--- src/rtl/nqueen_pkg.sv ---
// Shared types and helpers for the N-queens backtracking engine.
package nqueen_pkg;

  localparam int MAX_N = 16;

  typedef enum logic [2:0] {
    IDLE,
    CHECK,
    ADVANCE,
    BACKTRACK,
    EMIT,
    DONE
  } state_t;

  function automatic int row_width(input int n);
    return (n > 1) ? $clog2(n) : 1;
  endfunction

endpackage

--- src/rtl/nqueen_conflict_check.sv ---
// Combinational attack test between two queens: same column or same diagonal.
module nqueen_conflict_check #(
  parameter int ROW_W = 3
) (
  input  logic [ROW_W-1:0] r1,
  input  logic [ROW_W-1:0] c1,
  input  logic [ROW_W-1:0] r2,
  input  logic [ROW_W-1:0] c2,
  output logic             conflict
);

  logic [ROW_W:0] dr;
  logic [ROW_W:0] dc;

  always_comb begin
    dr = (r1 >= r2) ? ({1'b0, r1} - {1'b0, r2}) : ({1'b0, r2} - {1'b0, r1});
    dc = (c1 >= c2) ? ({1'b0, c1} - {1'b0, c2}) : ({1'b0, c2} - {1'b0, c1});
    conflict = (c1 == c2) || (dr == dc);
  end

endmodule

--- src/rtl/nqueen_solver.sv ---
// N-queens backtracking engine streaming solutions as one-hot row beats.
// NQUEEN_FIND_ALL_EN: keep searching after each solution instead of stopping at the first.
//   state     | meaning
//   IDLE      | waiting for start after reset
//   CHECK     | compare col[row] against col[k], k descending to 0
//   ADVANCE   | move queen of current row one column right
//   BACKTRACK | current row exhausted, step back a row
//   EMIT      | stream col[0..N-1] as one-hot beats
//   DONE      | search finished, results held until next start
module nqueen_solver
  import nqueen_pkg::*;
#(
  parameter int N       = 8,
  parameter int COUNT_W = 16
) (
  input  logic                    clk,
  input  logic                    reset,
  input  logic                    start,
  output logic                    busy,
  output logic                    done,
  output logic                    found,
  output logic                    out_valid,
  input  logic                    out_ready,
  output logic [N-1:0]            out_row,
  output logic [row_width(N)-1:0] out_row_idx,
  output logic                    out_last,
  output logic [COUNT_W-1:0]      sol_count
);

  localparam int ROW_W = row_width(N);
  localparam logic [ROW_W-1:0] LAST = ROW_W'(N - 1);

  if (N < 1 || N > MAX_N) begin : g_bad_n
    $error("nqueen_solver: N must be in 1..16");
  end

  state_t           state;
  logic [ROW_W-1:0] row;
  logic [ROW_W-1:0] k;
  logic [ROW_W-1:0] col [N];
  logic [ROW_W-1:0] next_row;
  logic [ROW_W-1:0] next_idx;
  logic             conflict;

  assign next_row = row + 1'b1;
  assign next_idx = out_row_idx + 1'b1;

  nqueen_conflict_check #(.ROW_W(ROW_W)) u_check (
    .r1       (row),
    .c1       (col[row]),
    .r2       (k),
    .c2       (col[k]),
    .conflict (conflict)
  );

  always_ff @(posedge clk) begin
    if (reset) begin
      state       <= IDLE;
      row         <= '0;
      k           <= '0;
      for (int i = 0; i < N; i++) col[i] <= '0;
      busy        <= 1'b0;
      done        <= 1'b0;
      found       <= 1'b0;
      out_valid   <= 1'b0;
      out_row     <= '0;
      out_row_idx <= '0;
      out_last    <= 1'b0;
      sol_count   <= '0;
    end else begin
      case (state)
        IDLE, DONE: begin
          if (start) begin
            row       <= '0;
            col[0]    <= '0;
            k         <= '0;
            sol_count <= '0;
            found     <= 1'b0;
            done      <= 1'b0;
            busy      <= 1'b1;
            state     <= CHECK;
          end
        end
        CHECK: begin
          // row 0 has nothing above it; otherwise k walks down to 0
          if (row != '0 && conflict) begin
            state <= ADVANCE;
          end else if (row == '0 || k == '0) begin
            if (row == LAST) begin
              state <= EMIT;
            end else begin
              row           <= next_row;
              col[next_row] <= '0;
              k             <= row;
            end
          end else begin
            k <= k - 1'b1;
          end
        end
        ADVANCE: begin
          if (col[row] != LAST) begin
            col[row] <= col[row] + 1'b1;
            k        <= row - 1'b1;
            state    <= CHECK;
          end else begin
            state <= BACKTRACK;
          end
        end
        BACKTRACK: begin
          if (row == '0) begin
            state <= DONE;
            done  <= 1'b1;
            busy  <= 1'b0;
          end else begin
            row   <= row - 1'b1;
            state <= ADVANCE;
          end
        end
        EMIT: begin
          if (!out_valid) begin
            out_valid   <= 1'b1;
            out_row     <= N'(1) << col[0];
            out_row_idx <= '0;
            out_last    <= (LAST == '0);
          end else if (out_ready) begin
            if (out_last) begin
              out_valid   <= 1'b0;
              out_row     <= '0;
              out_row_idx <= '0;
              out_last    <= 1'b0;
              found       <= 1'b1;
              if (sol_count != '1) sol_count <= sol_count + 1'b1;
`ifdef NQUEEN_FIND_ALL_EN
              state       <= ADVANCE;
`else
              state       <= DONE;
              done        <= 1'b1;
              busy        <= 1'b0;
`endif
            end else begin
              out_row     <= N'(1) << col[next_idx];
              out_row_idx <= next_idx;
              out_last    <= (next_idx == LAST);
            end
          end
        end
        default: state <= IDLE;
      endcase
    end
  end

endmodule

--- config.mk ---
export PLATFORM = sky130hd
export DESIGN_NAME = nqueen_solver
export DESIGN_NICKNAME = d
export VERILOG_FILES = /design/src/rtl/nqueen_pkg.sv /design/src/rtl/nqueen_conflict_check.sv /design/src/rtl/nqueen_solver.sv
export SDC_FILE = /design/constraint.sdc
export NUM_CORES = 1
export LEC_CHECK = 0
export CORE_ASPECT_RATIO = 2
export CORE_MARGIN = 2
export CORE_UTILIZATION = 53
export DETAILED_ROUTE_END_ITERATION = 10
export PLACE_DENSITY = 0.76
export SETUP_SLACK_MARGIN = 0.05
export SKIP_LAST_GASP = 1
export SYNTH_ARGS = -nofsm -noshare
export SYNTH_HDL_FRONTEND = slang
export SYNTH_SLANG_ARGS = --single-unit
export TNS_END_PERCENT = 30
--- constraint.sdc ---
create_clock -name clk -period 3.8 [get_ports clk]
set_input_delay 0.76 -clock clk [delete_from_list [all_inputs] [get_ports clk]]
set_output_delay 0.76 -clock clk [all_outputs]
set_load 0.01 [all_outputs]
======== Word level (Yosys, flattened, before mapping) ========
Memory sizes are Yosys's and may differ from the RTL's. A register that Yosys moved wholly into a read port is not among the register bits.
Cells that the tools add are included.
word-level totals
  register bits ........................... 41
  memories ................................ 1
  word-level logic and storage cells ...... 155
  bits in latches ......................... 0
  bits in writable memories ............... 24
  input bits .............................. 4
  memory bits (read-only) ................. 0
memories
  memory  words  bits a word  read ports  clocked after memory_dff  write ports  line                 text
  col     8      3            4           2                         8            nqueen_solver.sv:40  logic [ROW_W-1:0] col [N];
operators by class
  reduce and logical (&&, ||, !) cells .... 21
  add/subtract/negate cells ............... 10
  multiplexer cells ....................... 81
  bitwise gates (word level) .............. 1
  $lt $le $gt $ge ......................... 2
  equal/unequal tests ..................... 26
  div/mod/pow operators ................... 0
  multiply operators ...................... 0
  shift operators ......................... 2
operator list
  kind                                                                   count
  3-bit two-way mux                                                      29
  16-bit two-way mux                                                     5
  1-bit two-way mux                                                      34
  16-bit one-hot mux with 2 select lines                                 1
  8-bit two-way mux                                                      3
  6-bit AND reduction                                                    4
  2-bit inequality test, second input constant                           11
  3-bit one-hot mux with 3 select lines                                  2
  16-bit by 1-bit adder with 16-bit output, second input constant        1
  16-bit inequality test, second input constant                          1
  1-bit by 3-bit left shift with 8-bit output, first input constant      2
  3-bit by 3-bit subtractor with 4-bit output                            4
  3-bit one-hot mux with 5 select lines                                  1
  3-bit equality test, second input constant                             4
  3-bit inequality test, second input constant                           4
  3-bit nonzero test                                                     4
  5-bit AND reduction                                                    2
  3-bit by 1-bit adder with 3-bit output, second input constant          3
  3-bit zero test                                                        3
  4-bit two-way mux                                                      2
  3-bit by 2-bit equality test with 1-bit output, second input constant  2
  3-bit greater-or-equal comparator                                      2
  1-bit one-hot mux with 3 select lines                                  2
  3-bit OR reduction                                                     2
  13 further kinds                                                       15

======== Longest topological paths before layout ========
Gate-level depths: netlist (run 1).
  word-level depth ........................ 12
  depth in mapped cells ................... 16

======== By module ========
From an unflattened synthesis (run 1), not the netlist that was laid out.
second synthesis, totals
  cells, all modules ...................... 490
  area, all modules ....................... 4614.4 um2
modules (own cells, without submodules)
  module                 area an instance (um2)  instances  cells an instance
  nqueen_solver          4050.1                  1          421
  nqueen_conflict_check  564.3                   1          69

======== Worst setup path before layout (run 1) ========
OpenSTA, ideal clock, no wires.
  path type ............................... register to register
  start ................................... register with a tool-made name
  end ..................................... memory col[0][0] (enable)
  arrival ................................. 3830 ps
  path slack .............................. -385 ps
  stages on the path, launching flop included .. 14
  buffers on the path ..................... 1
  cell sequence ........................... dfxtp_1 > clkbuf_1 > mux4_2 > mux2i_1 > inv_1 > fa_1 > inv_1 > fa_1 > a41oi_1 > nand3_1 > xnor2_1 > nor4_2 > or2_1 > o31ai_1
RTL lines
  element           line
  end: declaration  nqueen_solver.sv:40

==> results of run 1 <==
worst min-delay path by stage:
stage / from / end / cells past startpoint
2_1_floorplan: done$_SDFFE_PP0P_ / done$_SDFFE_PP0P_ / 2
3_3_place_gp: done$_SDFFE_PP0P_ / done$_SDFFE_PP0P_ / 2
3_5_place_dp: done$_SDFFE_PP0P_ / done$_SDFFE_PP0P_ / 2
4_1_cts: done$_SDFFE_PP0P_ / done$_SDFFE_PP0P_ / 2
5_1_grt: done$_SDFFE_PP0P_ / done$_SDFFE_PP0P_ / 2
6_report: done$_SDFFE_PP0P_ / done$_SDFFE_PP0P_ / 2
stage by stage:
step	instances	hold WS (ps)	utilization (%)	power, W
2_1_floorplan	500	469.6	-	0.002108
5_1_grt	686	474.8	70.37	0.004391
3_3_place_gp	663	439.4	64.03	0.002795
4_1_cts	685	444.7	69.36	0.003923
3_5_place_dp	663	448.2	64.03	0.002844
6_report	686	444.4	70.37	0.004188
per-layer routing:
metal | global-route usage (%) | up-vias
met3 | 5.376 | 62
met2 | 57.23 | 157
li1 | - | 1995
met1 | 26.23 | 2068
met4 | 22.65 | 0
met5 | 0 | -
registers in the layout, summed over array words and instances, names as in the netlist, named ones only:
signal       cells
done             1
out_valid        1
out_row          8
row              3
found            1
busy             1
k                3
col             24
out_row_idx      3
out_last         1
state            3
sol_count       16
power by group through the flow:
stage	clock network [W]	registers, W	logic, W
2_1_floorplan	0	0.000961	0.00115
3_3_place_gp	0	0.000977	0.00182
3_5_place_dp	0	0.000981	0.00186
4_1_cts	0.000920	0.000967	0.00204
5_1_grt	0.000953	0.000981	0.00246
6_report	0.000911	0.000972	0.00230
tightest hold or removal path: stages (launching register included):
cell     delay, ps
dfxtp_1        310
inv_1           50
a21oi_1         50
timing repair:
action,in CTS,in global routing
setup endpoints to repair,39,39
setup buffers,6,1
pin swaps,13,15
hold buffers,0,0
gates resized for setup,21,17
synthesized netlist by cell type, types with 4 or more instances:
| cell type | n | area (µm²) |
|---|---|---|
| a221oi_1 | 7 | 61.31 |
| nand2b_1 | 11 | 68.82 |
| nand4_1 | 12 | 75.07 |
| fa_1 | 6 | 120.1 |
| nand3_1 | 14 | 70.07 |
| mux4_2 | 18 | 405.4 |
| buf_2 | 6 | 30.03 |
| dfxtp_1 | 47 | 940.9 |
| and2_1 | 5 | 31.28 |
| a211oi_1 | 4 | 30.03 |
| or3_1 | 6 | 37.54 |
| nor3_1 | 13 | 65.06 |
| inv_1 | 28 | 105.1 |
| nor2b_1 | 11 | 68.82 |
| o21ai_0 | 16 | 80.08 |
| and3_1 | 5 | 31.28 |
| nand2_1 | 30 | 112.6 |
| a21oi_1 | 34 | 170.2 |
| clkbuf_1 | 12 | 45.04 |
| a31oi_1 | 4 | 25.02 |
| or4_1 | 4 | 30.03 |
| edfxtp_1 | 24 | 720.7 |
| nor3b_1 | 4 | 30.03 |
| ha_1 | 23 | 287.8 |
| xor2_1 | 15 | 131.4 |
| nor2_1 | 67 | 251.5 |
| mux2i_1 | 7 | 70.07 |
| xnor2_1 | 5 | 43.79 |
| a21o_1 | 6 | 45.04 |
kinds of logic (layout without fill, tap and decap cells):
group                    count (synthesis)  count (layout)  share of synthesized area [%]
adder cells (fa/ha/maj)                 29              29                          8.703
flip-flops                              71              71                          35.45
AO/OA/AOI/OAI                          107             107                          15.72
multiplexers                            28              28                          10.86
XOR/XNOR                                21              21                          4.084
buffers and inverters                   50             136                          4.164
AND/OR/NAND/NOR                        194             194                          21.01
final cells by class:
class | instances | share of cell area, %
Timing Repair Buffer | 91 | 13.48
Inverter | 29 | 1.801
Sequential cell | 71 | 27.54
Multi-Input combinational cell | 379 | 49.79
Clock buffer | 9 | 3.727
Clock inverter | 7 | 1.594
Tap cell | 100 | 2.070
==> results by group, run 1 <==
Detailed routing
  – Antenna viol nets, final: 0
  – Final WL: 13.65 mm
  – Via density: 6.242
  – Initial DRC Count: 232
  – M1 wire length: 4.314 mm
  – DR top layer: met4
  – Detail Route met3 WL: 480 µm
  – Detailed-route DRC error count: 0
  – Via Count: 4282
  – Met2 routed wirelength: 7.734 mm
  – WL/cell: 19.90 µm
  – DRT Pass-1 Iters: 5

Min path
  – Tightest Hold Check Type: reg -> reg

Placed design
  – Post-DP HPWL: 10.43 mm
  – Pre-CTS WS: -289.2 ps
  – RePlAce Congestion: 0.9968
  – Post-DP Area: 0.005499 mm²
  – # port buffers: 35

Job
  – Max-cap viol count: 0

Worst setup path
  – CP max stage cell: mux4_2
  – Critical path required time: 4080 ps
  – Worst-path maximum fanout: 6
  – Kind of critical path: reg -> reg
  – Crit path largest cell delay: 530 ps
  – Worst EP arrival: 4260 ps
  – Crit-path cells: buf_12 -> mux4_2 -> mux2i_4 -> ha_2 -> inv_2 -> fa_2 -> inv_2 -> fa_2 -> a41oi_2 -> nand3_2 -> xnor2_2 -> buf_6 -> buf_12 -> nor3_4 -> buf_6 -> a21oi_2 -> o32ai_2 -> buf_4
  – Critical path depth: 18
  – R2R setup slack: -180 ps
  – Worst r2r path cells: 18
  – Total buffers and inverters traversed by the critical path: 7
  – Worst setup EP type: flop
  – Critical path startpoint category: flop
  – Delay-heaviest family, CP: adder cells

Yosys
  – Ys async rst share: 0%
  – Post-synth EDFFs: 24
  – Mapped Nets: 533
  – Mapped cell area: 0.004687 mm²
  – Post-synth cell types: 64
  – Synth Flop Type: dfxtp_1
  – Seq cells post-synth: 71
  – Synthesis Warnings: 0
  – Mean Syn Cell Area: 9.374 µm²
  – Cells after synthesis: 500
  – Seq/Total Area, Yosys: 35.45%

Layout
  – Synth-to-layout area growth: 28.94%
  – Proportion of layout cells with a drive suffix above 1: 23.04%
  – Final nets: 614
  – Fin area: 0.006043 mm²
  – Most frequent cells in the layout: nor2_1 (67), buf_4 (49), dfxtp_1 (45), clkdlybuf4s50_1 (35)
  – Commonest non-fill, non-tap cell in the layout: nor2_1
  – FILL cells: 630
  – Antenna diodes: 0
  – Footprint of the multi-input gates: 0.003009 mm²
  – Register area: 0.001664 mm²

GRT
  – Initial antenna violation count: 0
  – Total grt overflow: 0
  – Largest net degree at the start of global routing: 27
  – Global-route wire length before repair: 21.74 mm
  – Vias in the first global route: 4397
  – Global Route Usage Sum: 29.75%

Timing
  – Final count of hold timing violations: 0
  – Fin. max-slew vios: 0
  – Worst Clk Skew: 3.756 ps
  – FMAX: 251.2 MHz
  – Final setup vio count: 39
  – Total negative slack: -4891 ps
  – Tcrit/Tclk final: 104.8%
  – Slew of the pin with the lowest slew margin: 1258 ps
  – Rel. slew slack: 15.24%
  – Unrepaired setup endpoints after global routing: yes
  – Final worst slack: -181.2 ps
  – Fin crit period: 3981 ps

Die
  – Die area: 0.009657 mm²
  – Die Span X: 70.50 µm
  – Die height: 137.0 µm
  – CORE AREA: 0.008588 mm²
  – Site row count: 48
  – IO Count: 36
  – Starting Density: 54.57%

Power
  – Pint: 0.002530 W
  – PD cells: 692.9 mW/mm²
  – NetSw: 0.001657 W
  – Clk pwr share: 21.8%
  – Combinational cell fraction of total power: 55.0%
  – Worst vdd ir: 437.6 µV
  – Sw frac: 39.57%
  – Leak Pwr: 2.280 nW
  – Share of power burned in registers: 23.2%

CTS
  – Clock Tree Buf Depth: 2
  – Clk slew on worst S/H paths: 60 ps
  – Worst-skew pair later-pin latency: 340 ps
  – H-tree depth: 3
  – Sink Count: 71
  – Root buf cell: clkbuf_16
  – CTS tree: built
  – TritonCTS buffer count: 9

Outcome
  – Status: finished, violations left
  – Failing checks: setup timing
(Power assumes the default switching activity.)
==> inputs of run 2 (changes only) <==
- SLEW_MARGIN: default -> 20
==> results by group, run 2 (synthesis results as in run 1) <==
CTS
  – H-tree depth: 3 (unchanged)
  – TritonCTS buffer count: 9 (unchanged)
  – Worst-skew pair later-pin latency: 340 ps (about the same)
  – Clk slew on worst S/H paths: 60 ps (about the same)
  – Sink Count: 71 (unchanged)
  – CTS tree: built (unchanged)
  – Hold buffers post-CTS: 0 (unchanged)
  – Root buf cell: clkbuf_16 (unchanged)
  – Clock Tree Buf Depth: 2 (unchanged)

GRT
  – Global Route Usage Sum: 29.75% (unchanged)
  – Vias in the first global route: 4397 (unchanged)
  – Global-route wire length before repair: 21.74 mm (unchanged)
  – Initial antenna violation count: 0 (unchanged)
  – Largest net degree at the start of global routing: 27 (unchanged)
  – Total grt overflow: 0 (unchanged)

Timing
  – FMAX: 251.2 MHz (about the same)
  – Final worst slack: -181.0 ps (was -181.2 ps)
  – Fin. max-slew vios: 0 (unchanged)
  – Tcrit/Tclk final: 104.8% (about the same)
  – Unrepaired setup endpoints after global routing: yes (unchanged)
  – Slew of the pin with the lowest slew margin: 810.6 ps (was 1258 ps)
  – Rel. slew slack: 45.60% (was 15.24%)
  – Fin crit period: 3981 ps (about the same)
  – Final count of hold timing violations: 0 (unchanged)
  – Worst Clk Skew: 3.756 ps (about the same)
  – Final setup vio count: 39 (unchanged)

Die
  – Die height: 137.0 µm (unchanged)
  – Site row count: 48 (unchanged)
  – Die Span X: 70.50 µm (unchanged)
  – Starting Density: 54.57% (unchanged)
  – Die area: 0.009657 mm² (unchanged)
  – IO Count: 36 (unchanged)
  – CORE AREA: 0.008588 mm² (unchanged)

Min path
  – Tightest Hold Check Type: reg -> reg (unchanged)
  – Hold path endpoint: done$_SDFFE_PP0P_ (unchanged)
  – Hold Startpoint: done$_SDFFE_PP0P_ (unchanged)
  – Hold path cells: 2 (unchanged)

Placed design
  – Post-DP HPWL: 10.43 mm (unchanged)
  – RePlAce Congestion: 0.9968 (unchanged)
  – Pre-CTS WS: -289.2 ps (unchanged)
  – # port buffers: 35 (unchanged)

Layout
  – Final Util: 70.37% (unchanged)
  – Largest register FFs: 24 (unchanged)
  – Most frequent cells in the layout: nor2_1 (67), buf_4 (49), dfxtp_1 (45), clkdlybuf4s50_1 (35) (unchanged)
  – Proportion of layout cells with a drive suffix above 1: 23.04% (unchanged)
  – Commonest non-fill, non-tap cell in the layout: nor2_1 (unchanged)
  – Largest regs: col: 24 flops, sol_count: 16 flops, out_row: 8 flops (unchanged)
  – Synth-to-layout area growth: 28.94% (unchanged)
  – Final nets: 614 (unchanged)
  – Antenna diodes: 0 (unchanged)
  – Register bank with the most flops: col (unchanged)

Worst setup path
  – Critical path startpoint category: flop (unchanged)
  – CP max stage cell: mux4_2 (unchanged)
  – Worst-path maximum fanout: 6 (unchanged)
  – Worst setup EP type: flop (unchanged)
  – Worst r2r path cells: 18 (unchanged)
  – Critical path required time: 4080 ps (about the same)
  – Kind of critical path: reg -> reg (unchanged)
  – Worst EP arrival: 4260 ps (about the same)
  – R2R setup slack: -180 ps (about the same)
  – Crit-path cells: buf_12 -> mux4_2 -> mux2i_4 -> ha_2 -> inv_2 -> fa_2 -> inv_2 -> fa_2 -> a41oi_2 -> nand3_2 -> xnor2_2 -> buf_6 -> buf_12 -> nor3_4 -> buf_6 -> a21oi_2 -> o32ai_2 -> buf_4 (unchanged)
  – Crit path largest cell delay: 530 ps (about the same)

Outcome
  – Status: finished, violations left (unchanged)
  – Failing checks: setup timing (unchanged)

Detailed routing
  – Via density: 6.243 (was 6.242)
  – Initial DRC Count: 238 (was 232)
  – Final WL: 13.68 mm (was 13.65 mm)
  – Detailed-route DRC error count: 0 (unchanged)
  – Antenna viol nets, final: 0 (unchanged)
  – DRT Pass-1 Iters: 5 (unchanged)
  – Via Count: 4283 (was 4282)
  – WL/cell: 19.93 µm (was 19.90 µm)

Power
  – Leak Pwr: 2.280 nW (about the same)
  – PD cells: 693.3 mW/mm² (was 692.9 mW/mm²)
  – Worst vdd ir: 437.6 µV (about the same)

Job
  – Max-cap viol count: 0 (unchanged)
==> run 2: layout make-up <==
type | instances | area (µm²)
clock buffers | 9 | 225.2
well taps | 100 | 125.1
clock inverters | 7 | 96.34
inverters | 29 | 108.9
repair buffers | 91 | 814.5
multi-input cells | 379 | 3009
flip-flops and latches | 71 | 1664
fillers | 630 | 2545
==> run 2: critical path, delay by kind of cell (launching register included) <==
kind | cells | cell delay (ps)
buffers and inverters | 7 | 810
AO/OA/AOI/OAI | 3 | 600
adder cells (fa/ha/maj) | 3 | 1010
flip-flops | 1 | 340
multiplexers | 2 | 740
AND/OR/NAND/NOR | 2 | 270
XOR/XNOR | 1 | 150
==> run 2: metrics by stage <==
stage               instances  cell area, µm²  setup TNS (ps)  hold slack, ps  power [W]
floorplan                 500            4735               0           469.6   0.002108
global placement          663            5499           -6012           439.4   0.002795
detailed placement        663            5499           -8489           448.2   0.002844
CTS                       685            5957           -3476           444.7   0.003923
global route              686            6043           -9793           474.8   0.004392
finish                    686            6043           -4919           444.4   0.004190
==> run 2: report_power, final <==
part / leakage [nW] / total (W) / internal, W / switching [W]
clock network: 0.160 / 0.000912 / 0.000576 / 0.000335
registers: 0.632 / 0.000972 / 0.000877 / 0.0000954
logic: 1.49 / 0.00231 / 0.00108 / 0.00123
total: 2.28 / 0.00419 / 0.00253 / 0.00166
==> run 2: worst max path at each step <==
stage	endpoint	slack (ps)	depth (start not counted)
6_report	flop	-180	18
5_1_grt	col[2][0]$_SDFFCE_PN0P_	-290	17
2_1_floorplan	col[2][0]$_SDFFCE_PN0P_	70	14
3_5_place_dp	row[0]$_SDFFE_PP0P_	-290	18
4_1_cts	col[2][0]$_SDFFCE_PN0P_	-180	17
3_3_place_gp	flop	-240	18
==> run 2: routing by layer <==
metal	global-route usage, %	share of wire, %	vias to the layer above
met1	26.23	32	2062
li1	-	-	1995
met5	0	0	-
met2	57.23	57	162
met4	22.65	8.2	0
met3	5.376	3.6	64
==> run 2: timing repair <==
item | in CTS | in global routing
endpoints found under the setup margin | 39 | 39
setup buffers | 6 | 1
gates resized for setup | 21 | 17
hold endpoints to repair | 0 | 0
pin swaps | 13 | 15
